**src/rtl/ms_ctrl_pkg.sv**
```systemverilog
// Shared types and constants for the millisecond counter controller.
package ms_ctrl_pkg;

  typedef enum logic [1:0] {
    ST_IDLE = 2'd0,
    ST_RUN  = 2'd1,
    ST_HOLD = 2'd2
  } state_t;

  localparam int         BCD_W    = 4;
  localparam int         N_DIGITS = 4;
  localparam logic [3:0] BCD_MAX  = 4'd9;

endpackage

```
**src/rtl/bcd_digit.sv**
```systemverilog
// One decimal digit of the millisecond count; carry is combinational so a
// single increment ripples through every digit within the same cycle.
module bcd_digit
  import ms_ctrl_pkg::*;
(
  input  logic             clk,
  input  logic             rst_n,
  input  logic             clr,
  input  logic             inc,
  output logic [BCD_W-1:0] q,
  output logic             carry
);

  assign carry = inc & (q == BCD_MAX);

  always_ff @(posedge clk or negedge rst_n) begin
    if (!rst_n) begin
      q <= '0;
    end else if (clr) begin
      q <= '0;
    end else if (inc) begin
      q <= carry ? '0 : q + 1'b1;
    end
  end

endmodule

```
**src/rtl/ms_counter_ctrl.sv**
```systemverilog
// Run/stop/clear controller: input synchronizers, run FSM, 1 ms prescaler
// and a saturating 4-digit BCD millisecond count with overflow flag.
module ms_counter_ctrl
  import ms_ctrl_pkg::*;
#(
  parameter int TICK_DIV = 100000,
  parameter int PRE_W    = 17
) (
  input  logic                      clk,
  input  logic                      rst_n,
  input  logic                      start,
  input  logic                      stop,
  input  logic                      clr,
  output logic [BCD_W*N_DIGITS-1:0] ms_bcd,
  output logic                      ms_tick,
  output logic                      running,
  output logic                      ovf
);

  localparam logic [PRE_W-1:0] PRE_LAST = PRE_W'(TICK_DIV - 1);

  logic [2:0]          sync_p0, sync_p1, sync_p2;  // {clr, stop, start}
  logic [2:0]          ev;
  logic                clr_ev, stop_ev, start_ev;
  state_t              state, state_nxt;
  logic [PRE_W-1:0]    pre, pre_nxt;
  logic                tick_inc, ovf_set, sat;
  logic [N_DIGITS-1:0] inc_d, carry_d;
  logic                carry_unused;

  // Stage p0/p1 synchronize, p2 delays for rising-edge detection
  always_ff @(posedge clk or negedge rst_n) begin
    if (!rst_n) begin
      sync_p0 <= '0;
      sync_p1 <= '0;
      sync_p2 <= '0;
    end else begin
      sync_p0 <= {clr, stop, start};
      sync_p1 <= sync_p0;
      sync_p2 <= sync_p1;
    end
  end

  assign ev       = sync_p1 & ~sync_p2;
  assign clr_ev   = ev[2];
  assign stop_ev  = ev[1] & ~ev[2];
  assign start_ev = ev[0] & ~ev[1] & ~ev[2];

  assign sat = (ms_bcd == {N_DIGITS{BCD_MAX}});

  always_comb begin
    state_nxt = state;
    pre_nxt   = pre;
    tick_inc  = 1'b0;
    ovf_set   = 1'b0;
    case (state)
      ST_IDLE: begin
        pre_nxt = '0;
        if (start_ev) state_nxt = ST_RUN;
      end
      ST_RUN: begin
        if (stop_ev) begin
          state_nxt = ST_HOLD;
        end else if (pre == PRE_LAST) begin
          pre_nxt = '0;
          if (sat) begin
            ovf_set   = 1'b1;
            state_nxt = ST_HOLD;
          end else begin
            tick_inc = 1'b1;
          end
        end else begin
          pre_nxt = pre + 1'b1;
        end
      end
      ST_HOLD: begin
        if (start_ev && !ovf) state_nxt = ST_RUN;
      end
      default: state_nxt = ST_IDLE;
    endcase
    if (clr_ev) begin
      state_nxt = ST_IDLE;
      pre_nxt   = '0;
      tick_inc  = 1'b0;
      ovf_set   = 1'b0;
    end
  end

  always_ff @(posedge clk or negedge rst_n) begin
    if (!rst_n) begin
      state   <= ST_IDLE;
      pre     <= '0;
      ms_tick <= 1'b0;
      running <= 1'b0;
      ovf     <= 1'b0;
    end else begin
      state   <= state_nxt;
      pre     <= pre_nxt;
      ms_tick <= tick_inc;
      running <= (state_nxt == ST_RUN);
      ovf     <= clr_ev ? 1'b0 : (ovf | ovf_set);
    end
  end

  // Units digit takes the tick; each higher digit takes the carry below it
  assign inc_d        = {carry_d[N_DIGITS-2:0], tick_inc};
  assign carry_unused = carry_d[N_DIGITS-1];

  for (genvar i = 0; i < N_DIGITS; i++) begin : g_digit
    bcd_digit u_digit (
      .clk   (clk),
      .rst_n (rst_n),
      .clr   (clr_ev),
      .inc   (inc_d[i]),
      .q     (ms_bcd[i*BCD_W +: BCD_W]),
      .carry (carry_d[i])
    );
  end

endmodule

```
**config.mk**
```make
export PLATFORM = sky130hd
export DESIGN_NAME = ms_counter_ctrl
export DESIGN_NICKNAME = d
export VERILOG_FILES = /design/src/rtl/ms_ctrl_pkg.sv /design/src/rtl/bcd_digit.sv /design/src/rtl/ms_counter_ctrl.sv
export SDC_FILE = /design/constraint.sdc
export NUM_CORES = 1
export LEC_CHECK = 0
export BUFFER_PORTS_ARGS = -buffer_cell sky130_fd_sc_hd__buf_2
export CAP_MARGIN = 20
export CORE_ASPECT_RATIO = 1.75
export CORE_MARGIN = 2
export CORE_UTILIZATION = 45
export CTS_CLUSTER_DIAMETER = 50
export CTS_CLUSTER_SIZE = 25
export DETAILED_ROUTE_END_ITERATION = 16
export PLACE_DENSITY = 0.75
export SLEW_MARGIN = 20
export SYNTH_ARGS = -nofsm -noshare
export SYNTH_HDL_FRONTEND = slang
export SYNTH_SLANG_ARGS = --single-unit
```
**constraint.sdc**
```tcl
create_clock -name clk -period 3.1 [get_ports clk]
set_input_delay 0.155 -clock clk [delete_from_list [all_inputs] [get_ports clk]]
set_output_delay 0.155 -clock clk [all_outputs]
set_load 0.02 [all_outputs]
```
==> summary.txt, run 1 <==
Synth
  – Synthesized flop and latch total: 47
  – Synth warn: 0
  – Async set or reset register ratio after synthesis: 100%
  – Synth cell types: 56
  – Post-synth net total: 274
  – Syn Area/Cell: ~10 um2
  – Sequential share of the synthesized area: ~45%
  – Primary FF master, synth: dfrtp_1
  – EDFF count, synth: 0
  – Cells after synthesis: 260
  – Synth Cell Area: roughly 2600 um2

Drt
  – Remaining DRCs: 0
  – Via count: 2041
  – Routed wire length: between 5 and 6 mm
  – Router iterations before antenna repair: 4
  – DRT antenna net count: 0
  – Initial DRC Count: 144
  – Routed length per instance: ~16 um
  – Vias/cell: between 5 and 6

GRT
  – Largest net degree at the start of global routing: 48
  – First-pass GRT wire length: around 9.7 mm
  – GRT busiest layer: met2
  – Met3 Use GR: under 10%
  – Initial antenna violation count: 0
  – Overflow after GRT: 0
  – All-Layer GR Usage: between 10% and 20%
  – Global routing usage on met1: 21.6%
  – M2 GR Usage: 36.0%
  – Vias in the first global route: ~2000

Clock network
  – Postcts setup bufs: 0
  – Total CTS buffers: 5
  – CTS sink count: 47
  – Skew-Pair Late Insertion Delay: roughly 0.30 ns
  – H-Tree Depth: 2
  – Clk buf depth: 2
  – Clock root buffer: clkbuf_8
  – Resize count post-CTS: 0
  – CTS tree: done
  – Clock Pin Slew Worst Setup and Hold Paths: 0.08 ns

Setup path
  – CP max FO: 12
  – Critical path required time: approximately 3.3 ns
  – WP buf/inv: 0
  – Startpoint Class: register
  – Top delay family on crit path: simple AND/OR/NAND/NOR gates
  – Worst path arrival time: 2.40 ns
  – Setup crit end kind: register
  – Crit-path cells: and4bb_2 -> and4_1 -> nand4b_4 -> or4_1 -> a21oi_1
  – CP Class: register to register
  – Slowest-stage cell, CP: or4_1
  – Critical path's largest stage delay: between 0.5 and 0.6 ns

Final layout
  – Ant diodes: 0
  – Fillers: 556
  – Fraction of layout cells with a size suffix above 1: 17.2%
  – Area occupied by multi-input gates: 1330 um2
  – Layout area overhead: 10.0%
  – Cell Count, Final, Fillers Out: 361
  – Storage cell area: 1180 um2
  – Nets: around 300

Power
  – Pleak: around 1.3 nW
  – VDD IR max: approximately 170 uV
  – Cell Pwr Density: ~390 nW/um2

STA
  – Crit path setup slack, layout: between 0.9 and 1 ns
  – TNS Setup: 0 ns
  – Max Slew Vio Count: 0
  – Least-Margin Pin Slew: 0.699 ns
  – Final setup violation count: 0
  – Setup Skew: ~0.0079 ns
  – Tmin final: about 2.2 ns
  – Fmax: 459 MHz
  – Fin crit share: between 70% and 80%
  – RSZ-0062 raised after global routing: false
  – Fin. Hold Viols: 0
  – Relative slew margins: a little over half

Run
  – Max Cap Viol: 0

Placement
  – Dpl hpwl: around 4.3 mm
  – Placed cell count: 350
  – RePlAce Congestion: just over 0.9
  – Place WS: a little over 0.9 ns
  – # port buffers: 23

Die
  – Die height: between 100 and 150 um
  – Initial Utilization: a little under half
  – Die ar.: 6460 um2
  – Cell Rows: 36
  – I/O Pins: 24
  – Core ar.: around 5600 um2
  – Die X: ~62 um

Outcome
  – Status: finished clean

Worst hold path
  – Worst hold path class: register to register
==> synthesized netlist by cell type, drive strengths merged, types with 3 or more instances <==
cell type	instances	area share (%)
ha	9	4.3
o21ai	21	4.0
nand2	25	3.6
nand3	15	3.1
nand3b	5	1.4
buf	5	1.7
a21oi	11	2.5
nor3	8	1.9
xnor2	3	1.0
nor2	23	3.3
nor3b	3	1.1
or3	5	1.2
inv	9	1.3
mux2i	8	3.1
dfrtp	47	45
and3b	3	1.1
nand4	6	1.4
o21a	3	0.86
and2b	3	1.0
a21o	4	1.2
nor4	5	2.3
a22o	7	2.4
clkbuf	4	1.3
==> per-stage QoR <==
stage / instance area, um2 / hold slack (ns) / utilization [%] / power (mW)
2_1_floorplan: 2610 / -0.141 / - / 0.714
3_3_place_gp: 2750 / 0.264 / 49.1 / 0.746
3_5_place_dp: 2750 / 0.265 / 49.1 / 0.748
4_1_cts: 2860 / 0.0775 / 51.3 / 1.12
5_1_grt: 2880 / 0.361 / 51.5 / 1.17
6_report: 2880 / 0.353 / 51.5 / 1.12
==> kinds of logic after synthesis <==
group / Yosys count / synth area share (%)
buffers and inverters: 18 / 4.31
adders and majority gates: 9 / 4.31
and+or+nand+nor: 117 / 26.9
DFF: 47 / 45.0
AOI/OAI and AO/OA: 57 / 15.1
xor gates and xnor gates: 4 / 1.34
muxes: 8 / 3.06
==> area by class of cell <==
class                   count  area share [%]
multi-input cells         195            46.1
well taps                  76            3.31
flip-flops and latches     47            40.9
repair buffers             27            5.48
inverters                   9            1.17
clock buffers               6            2.87
clock inverters             1           0.174
==> cell usage in the layout (no fill, tap or decap), drive strengths merged, types with 2 or more instances in the layout <==
master        n
a21o          4
a21oi        11
a22o          7
and2b         3
and3          2
and3b         3
and4          2
and4bb        2
buf          23
clkbuf        6
dfrtp        47
dlygate4sd3   4
ha            9
inv           9
mux2i         8
nand2        25
nand2b        2
nand3        15
nand3b        5
nand4         6
nor2         23
nor2b         2
nor3          8
nor3b         3
nor4          5
o211ai        2
o21a          3
o21ai        21
o31ai         2
or3           5
or4           2
xnor2         3
==> where the power goes <==
group	leakage [nW]	internal [mW]	total [mW]	switching [mW]
Combinational	0.609	0.0319	0.103	0.0715
Clock	0.0470	0.175	0.377	0.201
Sequential	0.633	0.625	0.635	0.00976
Total	1.29	0.833	1.12	0.283
==> flip-flops by register name (all words and copies together) (netlist names) <==
register,count
ovf,1
sync_p1,3
sync_p0,3
state,2
running,1
ms_tick,1
g_digit.u_digit.q,16
pre,17
sync_p2,3
==> per-layer routing <==
layer	share of wire [%]	wire length, um
met4	2.8	167
met2	57	3370
met5	0	0
met1	38	2220
met3	2.1	126
==> repair_timing <==
item / 4_1_cts / 5_1_grt
hold buffers: 3 / 1
hold endpoints to repair: 3 / 47
setup endpoints to repair: 0 / 0
==> path summary, 6_finish.rpt <==
| path | start | to | slack [ns] | cells after the start |
|---|---|---|---|---|
| worst max-delay path | pre[5]$_DFFE_PN0P_ | g_digit[1].u_digit.q[2]$_DFFE_PN0P_ | 0.92 | 5 |
| worst min-delay path | sync_p0[1]$_DFF_PN0_ | sync_p1[1]$_DFF_PN0_ | 0.35 | 0 |
| worst max register to register | pre[5]$_DFFE_PN0P_ | g_digit[1].u_digit.q[2]$_DFFE_PN0P_ | 0.92 | 5 |
| worst min register to register | sync_p0[1]$_DFF_PN0_ | sync_p1[1]$_DFF_PN0_ | 0.35 | 0 |
| max in group asynchronous | rst_n | sync_p0[0]$_DFF_PN0_ | 2.29 | 2 |
| min in group asynchronous | rst_n | pre[4]$_DFFE_PN0P_ | 0.42 | 2 |
Power figures use the tool's default switching activity.
==> inputs of run 2 (changes only) <==
clock period = 2.1 ns   (was 3.1 ns; I/O delays follow)
==> summary.txt, run 2 (same netlist as run 1, synthesis figures left out) <==
STA
  – Setup Skew: just over 0.006 ns
  – Max Slew Vio Count: 0
  – Fin crit share: between 90% and 100%
  – Fmax: just under 500 MHz
  – Crit path setup slack, layout: around 0.054 ns
  – Relative slew margins: 54.3%
  – Least-Margin Pin Slew: 0.681 ns
  – Fin. Hold Viols: 0
  – Final setup violation count: 0
  – Tmin final: slightly above 2 ns
  – TNS Setup: 0 ns

Outcome
  – Status: finished clean

GRT
  – Largest net degree at the start of global routing: 30
  – Initial antenna violation count: 0
  – Overflow after GRT: 0
  – Vias in the first global route: 2265
  – GRT busiest layer: met2
  – Global routing usage on met1: approximately 23%
  – M2 GR Usage: about two fifths
  – First-pass GRT wire length: between 10 and 15 mm
  – All-Layer GR Usage: approximately 22%
  – Met3 Use GR: about 3.8%

Die
  – I/O Pins: 24
  – Cell Rows: 36
  – Die height: 105 um
  – Initial Utilization: a little under half
  – Core ar.: 5590 um2
  – Die X: 61.6 um
  – Die ar.: 6460 um2

Placement
  – Placed cell count: between 300 and 400
  – Post-placement cell area: roughly 2900 um2
  – Place WS: approximately 0.023 ns
  – Dpl hpwl: roughly 4.7 mm
  – # port buffers: 23
  – RePlAce Congestion: around 0.86

Clock network
  – CTS sink count: 47
  – Clk buf depth: 2
  – CTS tree: done
  – Skew-Pair Late Insertion Delay: a little under 0.3 ns
  – Clock root buffer: clkbuf_8
  – Total CTS buffers: 5
  – Clock Pin Slew Worst Setup and Hold Paths: ~0.09 ns
  – H-Tree Depth: 2

Drt
  – Vias/cell: ~5.7
  – Initial DRC Count: 115
  – Routed wire length: approximately 6.3 mm
  – Remaining DRCs: 0
  – Routed length per instance: 16.4 um
  – Via count: ~2200
  – DRT antenna net count: 0
  – Router iterations before antenna repair: 4

Power
  – Sw Ratio: 25.0%
  – Pleak: 1.42 nW
  – Clock group share of total power: between 30% and 40%
  – VDD IR max: 258 uV
  – Cell Pwr Density: around 550 nW/um2
  – Pint: 1.28 mW
  – Sequential power share: 55.0%
  – Net Switching: about 0.43 mW
  – Combinational share of power: 9.9%

Setup path
  – CP max FO: 4
  – CP Class: register to register
  – Startpoint Class: register
  – Setup crit end kind: register
  – Worst path arrival time: between 2 and 2.5 ns
  – Critical path required time: between 2 and 2.5 ns

Run
  – Max Cap Viol: 0

Final layout
  – Ant diodes: 0
  – Biggest register: pre
  – Largest regs: pre (17), g_digit.u_digit.q (16)
  – Nets: approximately 320
  – Layout area overhead: 18.7%
  – Fraction of layout cells with a size suffix above 1: around 25%
  – Cell Count, Final, Fillers Out: ~390
  – Number of flip-flops in the largest register: 17
  – Most common cell after layout, fill and taps aside: dfrtp_1
  – Utilization after layout: between 50% and 60%
  – Final instance area: ~3100 um2
  – Most frequent cells in the layout: dfrtp_1 (46), nand2_1 (25), buf_4 (25), buf_2 (23), nor2_1 (22)

Worst hold path
  – Worst hold path class: primary input to async pin
## run 2: layer usage
layer	part of all wire [%]	routed length, um
met5	0	0
met4	2.7	171
met3	3.2	200
met2	58	3680
met1	36	2280
## run 2: repair_timing
item                       4_1_cts  5_1_grt
setup endpoints to repair        0       21
setup buffers                    0        5
hold buffers                     4        0
gates resized for setup          0        7
hold endpoints to repair        21        0
## run 2: cell type report
class	instances	area, um2
Clock buffer	8	100
Fill cell	516	2480
Inverter	9	33.8
Multi-Input combinational cell	195	1350
Sequential cell	47	1180
Tap cell	76	95.1
Timing Repair Buffer	52	343
## run 2: power groups by stage
| stage | clock network, mW | logic, mW | registers (mW) |
|---|---|---|---|
| after floorplan | 0 | 0.0985 | 0.956 |
| after global placement | 0 | 0.155 | 0.955 |
| after detailed placement | 0 | 0.159 | 0.956 |
| after CTS | 0.610 | 0.167 | 0.938 |
| after global routing | 0.657 | 0.188 | 0.942 |
| final | 0.601 | 0.169 | 0.939 |
## run 2: stage by stage
stage	hold slack, ns	power (mW)
final	0.264	1.71
after global routing	0.309	1.79
after CTS	0.273	1.72
after detailed placement	0.0588	1.12
after global placement	0.0571	1.11
after floorplan	-0.191	1.05
## run 2: path summary, 6_finish.rpt
check,start,to,slack (ns),cells past startpoint
min,rst_n,g_digit[0].u_digit.q[2]$_DFFE_PN0P_,0.26,2
min in group clk,sync_p0[0]$_DFF_PN0_,sync_p1[0]$_DFF_PN0_,0.35,0
max in group asynchronous,rst_n,g_digit[3].u_digit.q[1]$_DFFE_PN0P_,1.09,3
max reg2reg,g_digit[0].u_digit.q[1]$_DFFE_PN0P_,g_digit[3].u_digit.q[2]$_DFFE_PN0P_,0.05,7
min reg2reg,sync_p0[0]$_DFF_PN0_,sync_p1[0]$_DFF_PN0_,0.35,0
max,g_digit[0].u_digit.q[1]$_DFFE_PN0P_,g_digit[3].u_digit.q[2]$_DFFE_PN0P_,0.05,7
## run 2: critical path, cell delays in order, from the launching register on
cell	delay, ns
dfrtp_1	0.38
inv_1	0.06
ha_1	0.15
nand3b_1	0.22
a2111oi_4	0.47
and4_2	0.37
a21boi_0	0.11
o21a_1	0.18
==> inputs of run 3 (changes only) <==
ABC_AREA = 1   (was default)
CORE_ASPECT_RATIO = 1.4   (was 1.75)
RECOVER_POWER = 25   (was default)
==> summary.txt, run 3 <==
Outcome
  – Status: finished clean

Setup path
  – CP dominant cell by count: nand2_1
  – Slowest-stage cell, CP: dfrtp_1
  – WP buf/inv: 1
  – Crit-path cells: inv_1 -> ha_1 -> nand3_1 -> nor2_2 -> nand2_1 -> nand2_1 -> nor2_2 -> a31oi_2 -> nand2_1 -> nand2_1
  – Startpoint Class: register
  – Critical path's largest stage delay: about 0.43 ns
  – CP Class: register to register
  – Critical path required time: 2.34 ns
  – Setup crit end kind: register
  – CP max FO: 7
  – Top delay family on crit path: simple AND/OR/NAND/NOR gates
  – Worst path arrival time: 2.10 ns

Power
  – Cell Pwr Density: ~670 nW/um2
  – Power, Total: between 2 and 2.5 mW
  – Sequential power share: 48.1%
  – VDD IR max: around 340 uV
  – Sw Ratio: a little over a quarter
  – Pint: ~1.5 mW
  – Combinational share of power: approximately an eighth
  – Clock group share of total power: approximately two fifths
  – Pleak: around 1.4 nW
  – Net Switching: around 0.53 mW

Final layout
  – Largest regs: pre (17), g_digit.u_digit.q (16)
  – Ant diodes: 0
  – Storage cell area: roughly 1200 um2
  – Fillers: approximately 540
  – Layout area overhead: 14.5%
  – Most common cell after layout, fill and taps aside: nand2_1
  – Fraction of layout cells with a size suffix above 1: 17.5%
  – Nets: between 300 and 400
  – Number of flip-flops in the largest register: 17
  – Area occupied by multi-input gates: 1300 um2
  – Most frequent cells in the layout: nand2_1 (70), dfrtp_1 (47), nor2_1 (39), inv_1 (37), nand3_1 (28)
  – Biggest register: pre
  – Cell Count, Final, Fillers Out: 435

Drt
  – Routed length per instance: around 13 um
  – Via count: around 2300
  – Initial DRC Count: roughly 120
  – DRT antenna net count: 0
  – Vias/cell: 5.28
  – Remaining DRCs: 0
  – Routed wire length: roughly 5.6 mm
  – Router iterations before antenna repair: 4

Clock network
  – Postcts setup bufs: 0
  – Resize count post-CTS: 0
  – Clk buf depth: 2
  – CTS sink count: 47
  – Clock Pin Slew Worst Setup and Hold Paths: roughly 0.10 ns
  – Skew-Pair Late Insertion Delay: ~0.31 ns
  – Total CTS buffers: 5
  – CTS tree: done
  – Clock root buffer: clkbuf_8
  – Hold-fix buffer count after cts: 4
  – H-Tree Depth: 2

Die
  – Initial Utilization: 45.8%
  – Core ar.: roughly 5800 um2
  – Cell Rows: 33
  – Die X: around 69 um
  – I/O Pins: 24
  – Die height: about 95 um
  – Die ar.: about 6500 um2

STA
  – Final setup violation count: 0
  – Fmax: 539 MHz
  – Fin crit share: 88.4%
  – Max Slew Vio Count: 0
  – TNS Setup: 0 ns
  – Least-Margin Pin Slew: 1.12 ns
  – Fin. Hold Viols: 0
  – Tmin final: 1.86 ns
  – Relative slew margins: about a quarter
  – RSZ-0062 raised after global routing: false
  – Setup Skew: between 0.01 and 0.015 ns

Synth
  – Synth Cell Area: 2650 um2
  – Area leader, netlist: dfrtp_1
  – Sequential share of the synthesized area: between 40% and 50%
  – Top post-synthesis cells by area: dfrtp_1 (44%), nand2_1 (9.9%), nor2_1 (5.5%), nand3_1 (5.3%), inv_1 (5.2%)
  – Synth top cells by count: nand2_1 (70), dfrtp_1 (47), nor2_1 (39)
  – Post-synth net total: about 340
  – Top-count cell post-synth: nand2_1
  – Primary FF master, synth: dfrtp_1
  – Synth cell types: 34
  – Synthesized flop and latch total: between 40 and 50
  – EDFF count, synth: 0
  – Synth top area share: between 40 and 50%
  – Cells after synthesis: 330
  – Synth warn: 0
  – Async set or reset register ratio after synthesis: 100%
  – Syn Area/Cell: ~8.0 um2

GRT
  – Vias in the first global route: 2198
  – All-Layer GR Usage: just under 20%
  – Initial antenna violation count: 0
  – Largest net degree at the start of global routing: 48
  – Overflow after GRT: 0
  – First-pass GRT wire length: 9.67 mm

Placement
  – # port buffers: 23
  – RePlAce Congestion: 0.938
  – Dpl hpwl: 4.13 mm
  – Placed cell count: between 400 and 500

Run
  – Max Cap Viol: 0

Worst hold path
  – Worst hold path class: register to register
## run 3: routing by layer
metal | track usage, % | wire (um) | share of wire (%)
met1 | 22.6 | 2300 | 41
met2 | 33.5 | 2850 | 51
met3 | 3.93 | 258 | 4.6
met4 | 9.15 | 193 | 3.4
met5 | 0 | 0 | 0
## run 3: layout make-up
cell class | count | area share (%)
Clock buffer | 5 | 2.27
Clock inverter | 3 | 2.35
Sequential cell | 47 | 38.8
Timing Repair Buffer | 30 | 5.78
Multi-Input combinational cell | 239 | 42.8
Tap cell | 70 | 2.89
Inverter | 41 | 5.08
## run 3: kinds of logic after synthesis
group	Yosys count	share of synthesized area [%]
buffers and inverters	44	6.57
XOR/XNOR	13	4.30
adder cells (fa/ha/maj)	9	4.25
flip-flops	47	44.4
AO/OA/AOI/OAI	30	7.13
AND/OR/NAND/NOR	186	33.0
multiplexers	1	0.378
## run 3: metrics by stage
stage / instance area [um2] / util (%) / hold WS [ns] / worst slack [ns]
after floorplan: 2650 / - / -0.191 / 0.351
after global placement: 2850 / 49.4 / 0.213 / 0.318
after detailed placement: 2850 / 49.4 / 0.215 / 0.284
after CTS: 3030 / 52.5 / 0.360 / 0.237
after global routing: 3030 / 52.4 / 0.364 / 0.0223
final: 3030 / 52.4 / 0.357 / 0.243
## run 3: final timing paths
check,from,endpoint,slack [ns],cells past startpoint
setup / recovery,g_digit[1].u_digit.q[1]$_DFFE_PN0P_,g_digit[3].u_digit.q[0]$_DFFE_PN0P_,0.24,10
hold / removal,sync_p0[0]$_DFF_PN0_,sync_p1[0]$_DFF_PN0_,0.36,0
setup reg to reg,g_digit[1].u_digit.q[1]$_DFFE_PN0P_,g_digit[3].u_digit.q[0]$_DFFE_PN0P_,0.24,10
hold reg to reg,sync_p0[0]$_DFF_PN0_,sync_p1[0]$_DFF_PN0_,0.36,0
max in group asynchronous,rst_n,pre[12]$_DFFE_PN0P_,0.78,3
min in group asynchronous,rst_n,pre[4]$_DFFE_PN0P_,0.61,3
## run 3: power by group through the flow
stage	registers (mW)	clock network (mW)	logic [mW]
final	0.980	0.816	0.241
after CTS	0.981	0.830	0.244
after detailed placement	0.998	0	0.237
after floorplan	1.02	0	0.132
after global placement	0.997	0	0.234
after global routing	0.987	0.865	0.276
